===== src/rtl/pms_ctrl_pkg.sv =====
// Shared opcode constants, sequencer states and control-word layout for the
// PMS consumer-side control sequencer.
package pms_ctrl_pkg;

  localparam logic [3:0] OP_NOP  = 4'h0;
  localparam logic [3:0] OP_ALU  = 4'h1;
  localparam logic [3:0] OP_ALUI = 4'h2;
  localparam logic [3:0] OP_LW   = 4'h3;
  localparam logic [3:0] OP_SW   = 4'h4;
  localparam logic [3:0] OP_BRC  = 4'h5;
  localparam logic [3:0] OP_J    = 4'h6;
  localparam logic [3:0] OP_JAL  = 4'h7;
  localparam logic [3:0] OP_RET  = 4'h8;
  localparam logic [3:0] OP_HALT = 4'hF;

  typedef enum logic [3:0] {
    BOOT, FETCH, DECODE, IMM, EXEC, ALU_WAIT, MEM, WB,
    BRANCH, PC_INC2, PC_INC, RET, RETIRE, HALT
  } state_t;

  typedef struct packed {
    logic       write_pc;
    logic       write_ra;
    logic       pc_src;
    logic       imr_pc;
    logic       cond_bop;
    logic       restore;
    logic       mem_src;
    logic       mem_w2;
    logic       mem_r1;
    logic       mem_r2;
    logic       alu_go;
    logic [3:0] alu_op;
    logic       alu_src_imm;
    logic       reg_write;
    logic       illegal_op;
    logic       halted;
  } ctl_t;

  // Opcodes followed by an immediate word fetched on port 2.
  function automatic logic is_two_word(input logic [3:0] op);
    return (op >= OP_ALUI) && (op <= OP_JAL);
  endfunction

  function automatic logic is_defined(input logic [3:0] op);
    return is_two_word(op) || (op == OP_NOP) || (op == OP_ALU) ||
           (op == OP_RET) || (op == OP_HALT);
  endfunction

endpackage


===== src/rtl/pms_control_fsm_if.sv =====
// Strobe/status bundle between the control sequencer (master) and the
// PMS/datapath (slave).
interface pms_control_fsm_if #(parameter int INSTRET_W = 16);

  logic [15:0]          IR;
  logic                 cond_true;
  logic                 alu_done;
  logic                 writePC;
  logic                 writeRA;
  logic                 PCsrc;
  logic                 ImRPC;
  logic                 conditionalBop;
  logic                 restore;
  logic                 Memsrc;
  logic                 MemW1;
  logic                 MemW2;
  logic                 MemR1;
  logic                 MemR2;
  logic                 alu_go;
  logic [3:0]           alu_op;
  logic                 alu_src_imm;
  logic                 reg_write;
  logic                 illegal_op;
  logic                 halted;
  logic                 fault;
  logic [INSTRET_W-1:0] instret;

  modport master (
    input  IR, cond_true, alu_done,
    output writePC, writeRA, PCsrc, ImRPC, conditionalBop, restore, Memsrc,
           MemW1, MemW2, MemR1, MemR2, alu_go, alu_op, alu_src_imm,
           reg_write, illegal_op, halted, fault, instret
  );

  modport slave (
    output IR, cond_true, alu_done,
    input  writePC, writeRA, PCsrc, ImRPC, conditionalBop, restore, Memsrc,
           MemW1, MemW2, MemR1, MemR2, alu_go, alu_op, alu_src_imm,
           reg_write, illegal_op, halted, fault, instret
  );

endinterface


===== src/rtl/pms_ctrl_timeout.sv =====
// ALU_WAIT cycle counter; expired flags the last permitted wait cycle so the
// counter reaches ALU_TIMEOUT on the same edge the sequencer gives up.
module pms_ctrl_timeout #(
  parameter int ALU_TIMEOUT = 16
) (
  input  logic clk,
  input  logic reset,
  input  logic clear,
  input  logic enable,
  output logic expired
);

  localparam int CW = $clog2(ALU_TIMEOUT + 1);

  logic [CW-1:0] cnt;

  always_ff @(posedge clk or posedge reset) begin
    if (reset)       cnt <= '0;
    else if (clear)  cnt <= '0;
    else if (enable) cnt <= cnt + 1'b1;
  end

  assign expired = enable && (cnt == CW'(ALU_TIMEOUT - 1));

endmodule


===== src/rtl/pms_control_fsm.sv =====
// Multi-cycle control sequencer: walks each instruction through fetch,
// immediate, ALU/memory and PC update steps with registered strobes.
module pms_control_fsm
  import pms_ctrl_pkg::*;
#(
  parameter int ALU_TIMEOUT = 16,
  parameter int INSTRET_W   = 16
) (
  input logic                clk,
  input logic                reset,
  pms_control_fsm_if.master  bus
);

  state_t               state, state_nx;
  ctl_t                 ctl, ctl_nx;
  logic                 fault;
  logic [INSTRET_W-1:0] instret;
  logic [3:0]           op;
  logic                 tmo_clear, tmo_enable, tmo_expired;

  assign op         = bus.IR[15:12];
  assign tmo_clear  = (state == EXEC);
  assign tmo_enable = (state == ALU_WAIT) && !bus.alu_done;

  pms_ctrl_timeout #(.ALU_TIMEOUT(ALU_TIMEOUT)) u_timeout (
    .clk     (clk),
    .reset   (reset),
    .clear   (tmo_clear),
    .enable  (tmo_enable),
    .expired (tmo_expired)
  );

  always_comb begin
    state_nx = state;
    case (state)
      BOOT:     state_nx = FETCH;
      FETCH:    state_nx = DECODE;
      DECODE: begin
        if (is_two_word(op))    state_nx = IMM;
        else if (op == OP_ALU)  state_nx = EXEC;
        else if (op == OP_RET)  state_nx = RET;
        else if (op == OP_HALT) state_nx = HALT;
        else                    state_nx = PC_INC;
      end
      IMM: begin
        if (op == OP_ALUI)                      state_nx = EXEC;
        else if ((op == OP_LW) || (op == OP_SW)) state_nx = MEM;
        else                                    state_nx = BRANCH;
      end
      EXEC:     state_nx = ALU_WAIT;
      ALU_WAIT: begin
        if (bus.alu_done)     state_nx = WB;
        else if (tmo_expired) state_nx = HALT;
      end
      MEM:      state_nx = (op == OP_SW) ? PC_INC2 : WB;
      WB:       state_nx = is_two_word(op) ? PC_INC2 : PC_INC;
      // The registered PC write tells whether the branch was taken.
      BRANCH:   state_nx = ctl.write_pc ? RETIRE : PC_INC2;
      PC_INC2:  state_nx = PC_INC;
      PC_INC:   state_nx = RETIRE;
      RET:      state_nx = RETIRE;
      RETIRE:   state_nx = FETCH;
      HALT:     state_nx = HALT;
      default:  state_nx = BOOT;
    endcase
  end

  always_comb begin
    ctl_nx = '0;
    case (state_nx)
      FETCH:   ctl_nx.mem_r1 = 1'b1;
      DECODE:  ctl_nx.illegal_op = !is_defined(op);
      IMM:     ctl_nx.mem_r2 = 1'b1;
      EXEC: begin
        ctl_nx.alu_go      = 1'b1;
        ctl_nx.alu_op      = bus.IR[3:0];
        ctl_nx.alu_src_imm = (op == OP_ALUI);
      end
      MEM: begin
        ctl_nx.mem_src = 1'b1;
        ctl_nx.mem_w2  = (op == OP_SW);
        ctl_nx.mem_r2  = (op != OP_SW);
      end
      WB:      ctl_nx.reg_write = 1'b1;
      BRANCH: begin
        if ((op != OP_BRC) || bus.cond_true) begin
          ctl_nx.write_pc = 1'b1;
          ctl_nx.pc_src   = 1'b1;
          ctl_nx.imr_pc   = 1'b1;
          ctl_nx.cond_bop = (op == OP_BRC);
          ctl_nx.write_ra = (op == OP_JAL);
        end
      end
      PC_INC2, PC_INC: ctl_nx.write_pc = 1'b1;
      RET: begin
        ctl_nx.restore  = 1'b1;
        ctl_nx.write_pc = 1'b1;
      end
      HALT:    ctl_nx.halted = 1'b1;
      default: ctl_nx = '0;
    endcase
  end

  always_ff @(posedge clk or posedge reset) begin
    if (reset) begin
      state   <= BOOT;
      ctl     <= '0;
      fault   <= 1'b0;
      instret <= '0;
    end else begin
      state <= state_nx;
      ctl   <= ctl_nx;
      if ((state == ALU_WAIT) && tmo_expired) fault <= 1'b1;
      // A HALT instruction retires on entry; a timeout entry does not.
      if ((state_nx == RETIRE) || ((state == DECODE) && (state_nx == HALT)))
        instret <= instret + 1'b1;
    end
  end

  assign bus.writePC        = ctl.write_pc;
  assign bus.writeRA        = ctl.write_ra;
  assign bus.PCsrc          = ctl.pc_src;
  assign bus.ImRPC          = ctl.imr_pc;
  assign bus.conditionalBop = ctl.cond_bop;
  assign bus.restore        = ctl.restore;
  assign bus.Memsrc         = ctl.mem_src;
  assign bus.MemW1          = 1'b0;
  assign bus.MemW2          = ctl.mem_w2;
  assign bus.MemR1          = ctl.mem_r1;
  assign bus.MemR2          = ctl.mem_r2;
  assign bus.alu_go         = ctl.alu_go;
  assign bus.alu_op         = ctl.alu_op;
  assign bus.alu_src_imm    = ctl.alu_src_imm;
  assign bus.reg_write      = ctl.reg_write;
  assign bus.illegal_op     = ctl.illegal_op;
  assign bus.halted         = ctl.halted;
  assign bus.fault          = fault;
  assign bus.instret        = instret;

endmodule


===== src/flat_wrapper.sv =====
// flat-port wrapper written by rule: the top's interface ports become plain ports
module pms_control_fsm_flat import pms_ctrl_pkg::*;
#(
  parameter int ALU_TIMEOUT = 16,
  parameter int INSTRET_W   = 16
)
  (clk, reset, bus_IR, bus_cond_true, bus_alu_done, bus_writePC, bus_writeRA, bus_PCsrc, bus_ImRPC, bus_conditionalBop, bus_restore, bus_Memsrc, bus_MemW1, bus_MemW2, bus_MemR1, bus_MemR2, bus_alu_go, bus_alu_op, bus_alu_src_imm, bus_reg_write, bus_illegal_op, bus_halted, bus_fault, bus_instret);
  pms_control_fsm_if #(.INSTRET_W(INSTRET_W)) bus_i ();
  input logic clk;
  input logic reset;
  input wire logic [$bits(bus_i.IR)-1:0] bus_IR;
  input wire logic [$bits(bus_i.cond_true)-1:0] bus_cond_true;
  input wire logic [$bits(bus_i.alu_done)-1:0] bus_alu_done;
  output wire logic [$bits(bus_i.writePC)-1:0] bus_writePC;
  output wire logic [$bits(bus_i.writeRA)-1:0] bus_writeRA;
  output wire logic [$bits(bus_i.PCsrc)-1:0] bus_PCsrc;
  output wire logic [$bits(bus_i.ImRPC)-1:0] bus_ImRPC;
  output wire logic [$bits(bus_i.conditionalBop)-1:0] bus_conditionalBop;
  output wire logic [$bits(bus_i.restore)-1:0] bus_restore;
  output wire logic [$bits(bus_i.Memsrc)-1:0] bus_Memsrc;
  output wire logic [$bits(bus_i.MemW1)-1:0] bus_MemW1;
  output wire logic [$bits(bus_i.MemW2)-1:0] bus_MemW2;
  output wire logic [$bits(bus_i.MemR1)-1:0] bus_MemR1;
  output wire logic [$bits(bus_i.MemR2)-1:0] bus_MemR2;
  output wire logic [$bits(bus_i.alu_go)-1:0] bus_alu_go;
  output wire logic [$bits(bus_i.alu_op)-1:0] bus_alu_op;
  output wire logic [$bits(bus_i.alu_src_imm)-1:0] bus_alu_src_imm;
  output wire logic [$bits(bus_i.reg_write)-1:0] bus_reg_write;
  output wire logic [$bits(bus_i.illegal_op)-1:0] bus_illegal_op;
  output wire logic [$bits(bus_i.halted)-1:0] bus_halted;
  output wire logic [$bits(bus_i.fault)-1:0] bus_fault;
  output wire logic [$bits(bus_i.instret)-1:0] bus_instret;
  assign bus_i.IR = bus_IR;
  assign bus_i.cond_true = bus_cond_true;
  assign bus_i.alu_done = bus_alu_done;
  assign bus_writePC = bus_i.writePC;
  assign bus_writeRA = bus_i.writeRA;
  assign bus_PCsrc = bus_i.PCsrc;
  assign bus_ImRPC = bus_i.ImRPC;
  assign bus_conditionalBop = bus_i.conditionalBop;
  assign bus_restore = bus_i.restore;
  assign bus_Memsrc = bus_i.Memsrc;
  assign bus_MemW1 = bus_i.MemW1;
  assign bus_MemW2 = bus_i.MemW2;
  assign bus_MemR1 = bus_i.MemR1;
  assign bus_MemR2 = bus_i.MemR2;
  assign bus_alu_go = bus_i.alu_go;
  assign bus_alu_op = bus_i.alu_op;
  assign bus_alu_src_imm = bus_i.alu_src_imm;
  assign bus_reg_write = bus_i.reg_write;
  assign bus_illegal_op = bus_i.illegal_op;
  assign bus_halted = bus_i.halted;
  assign bus_fault = bus_i.fault;
  assign bus_instret = bus_i.instret;
  pms_control_fsm #(.ALU_TIMEOUT(ALU_TIMEOUT), .INSTRET_W(INSTRET_W)) u_core (.clk(clk), .reset(reset), .bus(bus_i));
endmodule

===== config.mk =====
export PLATFORM = sky130hd
export DESIGN_NAME = pms_control_fsm_flat
export DESIGN_NICKNAME = d
export VERILOG_FILES = /design/src/rtl/pms_ctrl_pkg.sv /design/src/rtl/pms_control_fsm_if.sv /design/src/rtl/pms_ctrl_timeout.sv /design/src/rtl/pms_control_fsm.sv /design/src/flat_wrapper.sv
export SDC_FILE = /design/constraint.sdc
export NUM_CORES = 1
export LEC_CHECK = 0
export ABC_AREA = 1
export CAP_MARGIN = 20
export CORE_MARGIN = 8
export CORE_UTILIZATION = 54
export DETAILED_ROUTE_END_ITERATION = 16
export GPL_TIMING_DRIVEN = 0
export PLACE_DENSITY = 0.85
export RECOVER_POWER = 50
export SLEW_MARGIN = 20
export SYNTH_ARGS = -nofsm -noshare
export SYNTH_HDL_FRONTEND = slang
export SYNTH_HIERARCHICAL = 1
export SYNTH_SLANG_ARGS = --single-unit
export TNS_END_PERCENT = 100

===== constraint.sdc =====
create_clock -name clk -period 5.9 [get_ports clk]
set_clock_uncertainty 0.1 [all_clocks]
set_input_delay 1.18 -clock clk [delete_from_list [all_inputs] [get_ports clk]]
set_output_delay 1.18 -clock clk [all_outputs]
set_load 0.005 [all_outputs]

==> impl_metrics.tcl <==
set metrics [dict create \
    power_frac_clock 0.183 \
    whs_ns 0.391 \
    fin_setup_tns_ns 0 \
    cts_tree "done" \
    yosys.area_share.simple 0.372 \
    drc 0 \
    hold_viol 0 \
    ctsHtreeMaxLevel 2 \
    yosysMostFrequentCell "nand2_1" \
    cts_setup_buffers 0 \
    clk_path_buf_depth 2 \
    first_global_vias 2131 \
    stdcell_count 421 \
    area_growth_pct 25.5 \
    rrSetupSlack_ns 3.21 \
    portBuffers 47 \
    start_kind "input port" \
    grt_pass1_wl_mm 9.26 \
    yosys-top-cells-count "nand2_1 (95), dfrtp_1 (44), inv_1 (35)" \
    rsz0062_at_grt "false" \
    yosysTopAreaCellShare 0.449 \
    io_pins 57 \
    synth_nets 336 \
    crit_buf_inv 5 \
    critPathTopFamily "buffers and inverters" \
    comb_power_share 0.488 \
    finalNetCount 391 \
    holdCritStartpoint "u_core/bus.fault$_DFFE_PP0P_" \
    path_common_cell "nand2_1" \
    grt_max_degree 32 \
    core_sq_mm 0.00435 \
    worstPathMaxFanout 10 \
    synth_seq_cells 44 \
    path_class "in2reg" \
    synth-edff-count 0 \
    status "complete, but fails checks" \
    fill_cells 347 \
    dp_slack_ns 2.58 \
    firstDrtPassIters 4 \
    cts-resized-gates 0 \
    fin_crit_sh 0.569 \
    cts.sinks 44 \
    final_max_slew_viol_count 32 \
    pwr-share-seq 0.329 \
    routedWlPerCell_microns 12.8 \
    hp-class "reg2reg" \
    ys_warn_count 6 \
    worst_slack_ns 2.54 \
    chipWidth_microns 83.4 \
    cp_slowest_stage_delay_ns 0.55 \
    netlist_area_sq_mm 0.00245 \
    crit_required_ns 6.00 \
    vdd_drop_max_v 0.000258 \
    power.internal_uw 734 \
    tightest_slew_ns 1.57 \
    design.die.area_sq_mm 0.00695 \
    grt_overflow 0 \
    synth_top_cell_by_area "dfrtp_1" \
    ys_types 32 \
    synth_seq_area_share 0.449 \
    antenna_found_initial 0 \
    drive_above_1_share 0.103 \
    min_period_ns 3.36 \
    power.share.switching 0.427 \
    diodes 0 \
    cts_inserted_buffers 5 \
    synth_xor_area_frac 0.0465 \
    p_leak_uw 0.00163 \
    finalPower_uw 1280 \
    hold-path-cell-count 1 \
    synthTopCellsByArea "dfrtp_1 (45%), nand2_1 (15%), nand3_1 (6.7%)" \
    violations "max-capacitance violations, max-slew violations" \
    synthCells 313 \
    wirelength_mm 5.40 \
    antenna_left 0 \
    clk_latency_ns 0.31 \
    dpl.hpwl_mm 4.17 \
    path_cells "dlygate4sd3_1 > nor2_1 > clkbuf_1 > nand2_1 > inv_1 > inv_1 > nand2_1 > nand2_1 > nand2_1 > nand4_2 > nor2_4 > nand2_2 > nand2_4 > nand2_4 > buf_6 > nand2_1 > nand2_1" \
    start_util 0.563 \
    drt-initial-drc-count 113 \
    synth-compound-area-share 0.0276 \
    power_switching_uw 546 \
    power_density_mw_per_mm2 416 \
    cts_root_buf "clkbuf_8" \
    syn_avg_cell_area_sq_um 7.83 \
    async_reset_ff_frac 1.00 \
    timing.fmax_mhz 298 \
    avgViaCountPerCell 5.03 \
    cts_hold_buffers 0 \
    vias 2119 \
    critical_path.slowest_cell "dlygate4sd3_1" \
    synth-main-ff-cell "dfrtp_1" \
    gp_congestion 0.854 \
    maxCapViolCount 1 \
    cp.arrival_ns 3.46 \
    die_h_microns 83.4 \
    min_to "u_core/bus.fault$_DFFE_PP0P_" \
    synthAdderAreaFrac 0.0153 \
    grtUsageTotal 0.159 \
    r2r_end "u_core/bus.instret[1]$_DFFE_PP0P_" \
    dpl.cell_count 413 \
    r2r-start "u_core/state[1]$_DFF_PP0_" \
    reg2reg_depth 18 \
    muxShareOfSynthArea 0 \
    setup_viol_count_final 0 \
    path_clk_slew_ns 0.09 \
    synth_top_family_by_area "simple AND/OR/NAND/NOR gates" \
    row_count 24 \
    endpoint_kind "flop" \
    maxSlewHeadroom -0.0492 \
]
==> routing by layer <==
layer / track usage / share of wire / vias up
met1: 0.171 / 0.41 / 961
met4: 0.0575 / 0.0080 / 0
met2: 0.272 / 0.49 / 71
li1: - / - / 1083
met3: 0.0654 / 0.089 / 4
met5: 0 / 0 / -
==> logic make-up after synthesis <==
family                     Yosys count
AOI/OAI and AO/OA                   11
xor gates and xnor gates            13
adders and majority gates            3
buffers and inverters               48
DFF                                 44
other                                1
and+or+nand+nor                    193
==> flip-flops by register name, summed over array words and instances (netlist names), 4 cells and up <==
register,count
u_core/u_timeout/cnt,5
u_core/state,4
u_core/bus.instret,16
u_core/bus.alu_op,4
==> worst max-delay path by stage <==
| stage | to | cells after the start | startpoint |
|---|---|---|---|
| 6_report | u_core/bus.instret[1]$_DFFE_PP0P_ | 17 | bus_alu_done |
| 5_1_grt | u_core/bus.conditionalBop$_DFF_PP0_ | 3 | reset |
| 4_1_cts | u_core/bus.instret[1]$_DFFE_PP0P_ | 17 | bus_alu_done |
| 3_5_place_dp | u_core/bus.instret[1]$_DFFE_PP0P_ | 17 | bus_alu_done |
| 3_3_place_gp | u_core/bus.instret[2]$_DFFE_PP0P_ | 17 | bus_alu_done |
| 2_1_floorplan | u_core/bus.instret[10]$_DFFE_PP0P_ | 16 | bus_alu_done |
==> area by class of cell <==
| cell class | instances | area, sq um | area share |
|---|---|---|---|
| buffer | 6 | 45.0 | 0.0146 |
| clock buffer | 5 | 68.8 | 0.0224 |
| clock inverter | 3 | 42.5 | 0.0138 |
| inverter | 42 | 163 | 0.0529 |
| multi-input combinational | 221 | 1120 | 0.363 |
| sequential | 44 | 1100 | 0.358 |
| tap | 52 | 65.1 | 0.0211 |
| timing repair buffer | 48 | 474 | 0.154 |
==> cells in the final DEF, fill, tap and decap left out, types with 4 or more instances in the layout <==
cell / netlist / layout
nor2_1: 34 / 35
dlygate4sd3_1: 0 / 6
nand2_1: 95 / 97
clkbuf_8: 0 / 5
inv_1: 35 / 35
buf_4: 4 / 4
dfrtp_1: 44 / 44
nand4_1: 4 / 4
nor2_2: 6 / 5
xor2_1: 6 / 6
clkdlybuf4s50_1: 0 / 41
nor2_4: 4 / 4
inv_2: 5 / 5
nand3_1: 33 / 34
xnor2_1: 7 / 7
==> power by group through the flow <==
stage          sequential (uW)  clock (uW)  combinational (uW)
2_1_floorplan              421           0                 432
3_3_place_gp               422           0                 615
3_5_place_dp               427           0                 634
4_1_cts                    421         242                 638
5_1_grt                    428         250                 695
6_report                   421         234                 625
==> stage by stage <==
step	utilization	cell area, sq um
detailed placement	0.691	3010
floorplan	-	2450
finish	0.707	3080
CTS	0.716	3120
global placement	0.686	2990
global route	0.707	3080
Note: power is estimated with default switching activity, not from simulation.
